$ cat config.mk
export PLATFORM = sky130hd
export DESIGN_NAME = ras_stack
export DESIGN_NICKNAME = d
export VERILOG_FILES = /design/src/rtl/musa_if_pkg.sv /design/src/rtl/ras_stack_storage.sv /design/src/rtl/ras_stack.sv
export SDC_FILE = /design/constraint.sdc
export NUM_CORES = 1
export LEC_CHECK = 0
export ABC_AREA = 1
export BUFFER_PORTS_ARGS = -buffer_cell sky130_fd_sc_hd__buf_2
export CAP_MARGIN = 20
export CORE_ASPECT_RATIO = 0.7
export CORE_MARGIN = 3
export CORE_UTILIZATION = 45
export DETAILED_ROUTE_END_ITERATION = 10
export PLACE_DENSITY_LB_ADDON = 0.05
export SYNTH_ARGS = -nofsm -noshare
export SYNTH_HDL_FRONTEND = slang
export SYNTH_SLANG_ARGS = --single-unit
$ cat constraint.sdc
create_clock -name clk -period 3.3 [get_ports clk]
set_input_delay 0.495 -clock clk [delete_from_list [all_inputs] [get_ports clk]]
set_output_delay 0.495 -clock clk [all_outputs]
set_load 0.05 [all_outputs]
$ cat src/rtl/musa_if_pkg.sv
// Shared IF-stage types and defaults for the MUSA return-address stack.
package musa_if_pkg;

    localparam int PC_W      = 13;
    localparam int RAS_DEPTH = 8;

    typedef enum logic [1:0] {
        RAS_NOP,
        RAS_PUSH,
        RAS_POP,
        RAS_REPL
    } ras_op_t;

    function automatic ras_op_t ras_decode(input logic push, input logic pop);
        case ({push, pop})
            2'b10:   return RAS_PUSH;
            2'b01:   return RAS_POP;
            2'b11:   return RAS_REPL;
            default: return RAS_NOP;
        endcase
    endfunction

endpackage

$ cat src/rtl/ras_stack_storage.sv
// Storage for the entries below the TOS: one write port, combinational read.
// With RAS_WRAP_EN defined, a shift strobe drops entry 0 and appends wdata at the top slot.
module ras_storage
    import musa_if_pkg::*;
#(
    parameter int ADDR_W = PC_W,
    parameter int DEPTH  = RAS_DEPTH,
    parameter int IDX_W  = (DEPTH > 2) ? $clog2(DEPTH - 1) : 1
) (
    input  logic              clk,
    input  logic              we,
    input  logic [IDX_W-1:0]  waddr,
    input  logic [ADDR_W-1:0] wdata,
`ifdef RAS_WRAP_EN
    input  logic              shift,
`endif
    input  logic [IDX_W-1:0]  raddr,
    output logic [ADDR_W-1:0] rdata
);

    logic [ADDR_W-1:0] mem [DEPTH-1];

    always_ff @(posedge clk) begin
`ifdef RAS_WRAP_EN
        if (shift) begin
            for (int i = 0; i < DEPTH - 2; i++) begin
                mem[i] <= mem[i+1];
            end
            mem[DEPTH-2] <= wdata;
        end else if (we) begin
            mem[waddr] <= wdata;
        end
`else
        if (we) begin
            mem[waddr] <= wdata;
        end
`endif
    end

    assign rdata = mem[raddr];

endmodule

$ cat src/rtl/ras_stack.sv
// Return-address stack: TOS register, level count and sticky error flags over ras_storage.
// Optional macro RAS_WRAP_EN: a push when full discards the oldest entry instead of being rejected.
module ras_stack
    import musa_if_pkg::*;
#(
    parameter int ADDR_W = PC_W,
    parameter int DEPTH  = RAS_DEPTH,
    parameter int LVL_W  = $clog2(DEPTH + 1)
) (
    input  logic              clk,
    input  logic              reset,
    input  logic              push,
    input  logic              pop,
    input  logic [ADDR_W-1:0] push_addr,
    input  logic              clear_err,
    output logic [ADDR_W-1:0] top_addr,
    output logic [LVL_W-1:0]  level,
    output logic              empty,
    output logic              full,
    output logic              overflow,
    output logic              underflow
);

    localparam int IDX_W = (DEPTH > 2) ? $clog2(DEPTH - 1) : 1;

    ras_op_t           op;
    logic [ADDR_W-1:0] tos, tos_next, rd_data;
    logic [LVL_W-1:0]  level_next;
    logic              set_ovf, set_unf, wr_en;
    logic [IDX_W-1:0]  wr_idx, rd_idx;
`ifdef RAS_WRAP_EN
    logic              shift;
`endif

    assign op       = ras_decode(push, pop);
    assign empty    = (level == '0);
    assign full     = (level == LVL_W'(DEPTH));
    assign top_addr = tos;

    // Array slot level-1 receives the old TOS on push; slot level-2 becomes TOS on pop.
    assign wr_idx = IDX_W'(level - LVL_W'(1));
    assign rd_idx = IDX_W'(level - LVL_W'(2));

    always_comb begin
        tos_next   = tos;
        level_next = level;
        set_ovf    = 1'b0;
        set_unf    = 1'b0;
        wr_en      = 1'b0;
`ifdef RAS_WRAP_EN
        shift      = 1'b0;
`endif
        case (op)
            RAS_PUSH: begin
                if (!full) begin
                    wr_en      = !empty;
                    tos_next   = push_addr;
                    level_next = level + LVL_W'(1);
                end else begin
                    set_ovf = 1'b1;
`ifdef RAS_WRAP_EN
                    shift    = 1'b1;
                    tos_next = push_addr;
`else
                    tos_next = tos;
`endif
                end
            end
            RAS_POP: begin
                if (empty) begin
                    set_unf = 1'b1;
                end else begin
                    tos_next   = (level == LVL_W'(1)) ? '0 : rd_data;
                    level_next = level - LVL_W'(1);
                end
            end
            RAS_REPL: begin
                // Replacing TOS never touches the array; on empty it degenerates to a first push.
                tos_next = push_addr;
                if (empty) begin
                    set_unf    = 1'b1;
                    level_next = LVL_W'(1);
                end
            end
            default: ;
        endcase
    end

    always_ff @(posedge clk) begin
        if (reset) begin
            tos       <= '0;
            level     <= '0;
            overflow  <= 1'b0;
            underflow <= 1'b0;
        end else begin
            tos       <= tos_next;
            level     <= level_next;
            overflow  <= (overflow & ~clear_err) | set_ovf;
            underflow <= (underflow & ~clear_err) | set_unf;
        end
    end

    ras_storage #(
        .ADDR_W (ADDR_W),
        .DEPTH  (DEPTH),
        .IDX_W  (IDX_W)
    ) u_storage (
        .clk   (clk),
        .we    (wr_en & ~reset),
        .waddr (wr_idx),
        .wdata (tos),
`ifdef RAS_WRAP_EN
        .shift (shift & ~reset),
`endif
        .raddr (rd_idx),
        .rdata (rd_data)
    );

endmodule
* After elaboration in Yosys (flattened, before gate mapping)
Memories as Yosys holds them, arrays and structs flattened. Cells that the tools add are included.
Storage, ports and cells: memories kept 1, register bits after elaboration 19, input bits 18, RAM bits 91, logic and storage cells 49, output and inout bits 21
Memory list:
- u_storage.mem | depth 7, bits a word 13, read ports 1, clocked after Yosys merged registers in 0, write ports 1, line ras_stack_storage.sv:21 | logic [ADDR_W-1:0] mem [DEPTH-1];
Operators by class: reductions and logical operators 6, muxes and demuxes 17, add/sub/neg operators 3, equal/unequal tests 11, bitwise gates (word level) 7
Operators by type and width (number):
- $mux W13 | 3
- $pmux W13 S3 | 1
- $mux W4 | 3
- $pmux W4 S3 | 1
- $eq A2 B2 Y1 const B | 4
- $mux W1 | 8
- $ne A2 B2 Y1 const B | 3
- $pmux W2 S3 | 1
- $add A4 B1 Y4 const B | 1
- $eq A2 B1 Y1 const B | 2
- $eq A4 B1 Y1 const B | 1
- $eq A4 B4 Y1 const B | 1
- $logic_not A4 Y1 | 1
- $reduce_and A4 Y1 | 1
- $sub A4 B1 Y4 const B | 1
- $and A1 B1 Y1 | 3
- $reduce_and A3 Y1 | 1
- $reduce_bool A3 Y1 | 1
- $sub A3 B2 Y3 const B | 1
- $not A1 Y1 | 2
- $or A1 B1 Y1 | 2
- $reduce_or A2 Y1 | 1
- $logic_not A1 Y1 | 1

* Longest topological paths before layout
depth in word-level cells 7, mapped depth 11

* Modules after synthesis
Synthesis repeated with hierarchy kept, for this count alone.
Unflattened totals: cells, all modules 537, area total of the unflattened synthesis 5022.3 sq um
By module, submodules not included:
- ras_storage | area an instance 3857.4 sq um, seq. area each 2732.6 sq um, instances 1, cells an instance 359
- ras_stack | area an instance 1164.9 sq um, seq. area each 380.4 sq um, instances 1, cells an instance 178

* Worst setup path after synthesis
Ideal clock, no wire load.
kind flip-flop to flip-flop, start register level[1], end memory u_storage.mem[6][0] in the netlist's numbering, enable pin, slack 2 ps, stages on the path, launching flop included 8, data arrival time 2898 ps, buffers on the path 2, setup time 400 ps, required time 2900 ps, cell sequence dfxtp_1 > buf_2 > buf_1 > inv_1 > ha_1 > a211oi_2 > nand2_1 > nor3_1
On the way: longest elaborated chain between the ends 7, elaborated cells between the ends (all ways) 9, those cells by class 1 x add/sub; 1 x eq/ne; 4 x mux; 1 x bitwise; 2 x reduce/logical
RTL lines:
- start, declared | line ras_stack.sv:17 | output logic [LVL_W-1:0] level,
- start signal, assigned | line ras_stack.sv:97 | level <= level_next;
- $logic_not A4 Y1 | line ras_stack.sv:36 | assign empty = (level == '0);
- $logic_not A1 Y1 | line ras_stack.sv:56 | wr_en = !empty;
- $mux W1 | line ras_stack.sv:55 | if (!full) begin
- $mux W1 | line ras_stack.sv:53 | case (op)
- $and A1 B1 Y1 | line ras_stack.sv:109 | .we (wr_en & ~reset),
- $mux W1 | line ras_stack_storage.sv:34 | if (we) begin
- $mux W1 (implied by the code) | line ras_stack_storage.sv:35 | mem[waddr] <= wdata;
- end, declared | line ras_stack_storage.sv:21
Parallel ways exist; a longest one is shown, timed or not.

* Worst setup path in the final report
start register level[1], end memory u_storage.mem[1][7] in the netlist's numbering, enable pin
Same word-level chain as after synthesis.

==> summary.md <==
| Metric | Value |
|---|---|
| Setup TNS | `0 ps` |
| Gr ovfl total | `0` |
| FP Rows | `31` |
| Worst clock skew | `8.95 ps` |
| CTS clk-pin slew, worst paths | `~80 ps` |
| Detailed Place HPWL | `between 8000 and 9000 um` |
| Initial antenna violation count | `0` |
| Synth area leader | `edfxtp_1` |
| Synth top area cells | `edfxtp_1 (53%), dfxtp_1 (7.4%), nand2_1 (7.3%), inv_1 (5.4%), nand3_1 (4.6%)` |
| Share of cells above drive strength 1 | `around a fifth` |
| Setup Fix Bufs, Post-CTS | `0` |
| Logic pwr share | `27.6%` |
| Worst r2r src | `level[1]` |
| Lkg Pwr | `0.00234 uW` |
| DRT Wirelength | `approximately 12000 um` |
| YS warnings | `0` |
| Worst IR Drop VDD | `0.000366 V` |
| RD Place Congestion | `0.833` |
| Period utilisation layout | `between 70% and 80%` |
| Max clock buf depth | `2` |
| Inst Count DP | `685` |
| Mapped Nets | `535` |
| Post-synth EDFFs | `91` |
| Port-buffer cells | `38` |
| Power share of the clock group | `27.0%` |
| MaxCap Viol Count | `0` |
| Non-filler cells, final | `701` |
| Total power density per cell area | `666 nW/um^2` |
| Vias per Instance | `between 4 and 5` |
| Crit. End Element | `flip-flop` |
| Total Power | `3810 uW` |
| F_max | `0.432 GHz` |
| Final setup violation count | `0` |
| Sw Share | `36.5%` |
| Die X | `roughly 130 um` |
| Fin. max-slew vios | `0` |
| R2r setup slk | `around 990 ps` |
| Core area | `about 11000 um^2` |
| Yosys reg bits | `110` |
| PostCTS Resize Cnt | `0` |
| Main synth FF type | `edfxtp_1` |
| Clock sinks | `110` |
| First-pass GRT wire length | `18700 um` |
| CTS Buf Count | `9` |
| Vias in the first global route | `3285` |
| Slew @ Worst Pin | `686 ps` |
| WHS Path Cells | `2` |
| Iter 0 DRT Violations | `355` |
| Critical setup path kind | `flip-flop to flip-flop` |
| Hold path startpoint | `reset` |
| IO Pins | `39` |
| Hold Vio Cnt, Final | `0` |
| Ys async rst share | `0%` |
| Sw Pwr | `1390 uW` |
| TritonCTS clock tree | `yes` |
| Cts hold-fix bufs | `0` |
| Top-count cell post-synth | `nand2_1` |
| Status | `completed` |
| Mapped cell area | `5110 um^2` |
| Root Driver | `clkbuf_16` |
| Final #Nets | `573` |
| Drt wl/cell | `17.0 um` |
| H-tree depth | `3` |
| Largest net degree at the start of global routing | `48` |
| Antenna Cells | `0` |
| Final Util | `53.5%` |
| Worst r2r path cells | `6` |
| Die Ht | `95.2 um` |
| Slew HR | `54.1%` |
| Hold EP | `level[1]` |
| Initial cell density of the core | `47.7%` |
| Seq/Total Area, Yosys | `between 60% and 70%` |
| Synth Area per Inst | `roughly 10 um^2` |
| Critical Path AT | `2370 ps` |
| Synthesis-to-layout area growth | `12.0%` |
| Sequential share of power | `45.5%` |
| RSZ-0062 raised after global routing | `false` |
| Detail Route Antenna Nets | `0` |
| Worst min-delay path category | `primary input to flip-flop` |
| Residual DRC count | `0` |
| Cell variety after synth | `30` |
| Top-area cell type share of the netlist area | `53.5%` |
| Worst endpoint required time | `around 3400 ps` |
| Power Internal | `between 2000 and 2500 uW` |
| Startpoint types | `flip-flop` |
| DR vias | `3443` |
| Minimum clock period | `2310 ps` |
| R2R Path End | `u_storage.mem[1][7]` |
| First-pass DRT Iterations | `4` |
| Total GRT Usage | `around a fifth` |
| Synth cell count leaders | `nand2_1 (100), edfxtp_1 (91), inv_1 (74), nor2_1 (52), nand3_1 (47)` |
| Worst skew pair latency | `350 ps` |
| Critical path fanouts, max | `7` |
| Post-Synthesis Cells | `510` |
| Total die area | `12700 um^2` |
[placed cells by master, fill, tap and decap left out, types with 2 or more instances in the layout]
cell type     n
ha_1          7
clkinvlp_4    3
nand3_1      47
clkbuf_16     9
nand2_1     100
o21ai_0      16
edfxtp_1     91
inv_6         3
nand2_4       2
a21oi_1      24
buf_2        38
or2_1         4
dfxtp_1      19
nor2_4       10
nor2_1       52
a21oi_2      20
inv_2         3
inv_1        74
buf_4        11
or2_2         3
or2_0         7
[logic make-up after synthesis]
| family | Yosys count | share of synthesized area [%] |
|---|---|---|
| flip-flops | 110 | 60.9 |
| AND/OR/NAND/NOR | 229 | 20.9 |
| adder cells (fa/ha/maj) | 7 | 1.71 |
| AO/OA/AOI/OAI | 62 | 7.76 |
| buffers and inverters | 100 | 8.33 |
| XOR/XNOR | 2 | 0.343 |
[per-stage QoR]
stage	hold WS, ps	cell area, um^2	setup WS (ps)
2_1_floorplan	564	5110	2.23
3_3_place_gp	454	5440	1030
3_5_place_dp	458	5440	974
4_1_cts	382	5730	956
5_1_grt	386	5730	813
6_report	394	5730	986
[metal layers]
layer	track usage (%)	up-vias	wire (um)
li1	-	1730	-
met1	31.2	1623	6410
met2	27.6	81	4850
met3	4.01	9	532
met4	5.05	0	93
met5	0	-	0
[sequential cells by signal, summed over array words and instances, names as in the netlist]
name	flops
u_storage.mem	91
top_addr	13
level	4
overflow	1
underflow	1
[worst max path at each step]
stage	cells past startpoint	start	endpoint	slack, ps
6_report	6	level[1]	u_storage.mem[1][7]	990
5_1_grt	6	level[1]	u_storage.mem[1][7]	810
4_1_cts	6	level[1]	u_storage.mem[1][7]	960
3_5_place_dp	6	level[1]	u_storage.mem[1][7]	970
3_3_place_gp	7	pop	u_storage.mem[1][5]	1030
2_1_floorplan	7	level[1]	u_storage.mem[6][0]	2
[critical path, stage by stage, from the launching register on]
cell,delay [ps]
dfxtp_1,330
inv_1,100
ha_1,210
xnor2_1,380
nand2_1,140
nor2_1,570
buf_4,280
[power by group through the flow]
stage               clock [uW]  combinational, uW  sequential, uW
finish                    1030               1050            1730
global route              1100               1160            1750
CTS                       1050               1050            1740
detailed placement           0               1050            1770
global placement             0               1040            1770
floorplan                    0                673            1870
[area by class of cell]
| class | instances | area (um^2) |
|---|---|---|
| clock buffer | 9 | 225 |
| clock inverter | 7 | 57.6 |
| fill | 1002 | 4980 |
| inverter | 78 | 295 |
| multi-input combinational | 300 | 1580 |
| sequential | 110 | 3110 |
| tap | 148 | 185 |
| timing repair buffer | 49 | 273 |
Power figures use the tool's default switching activity.
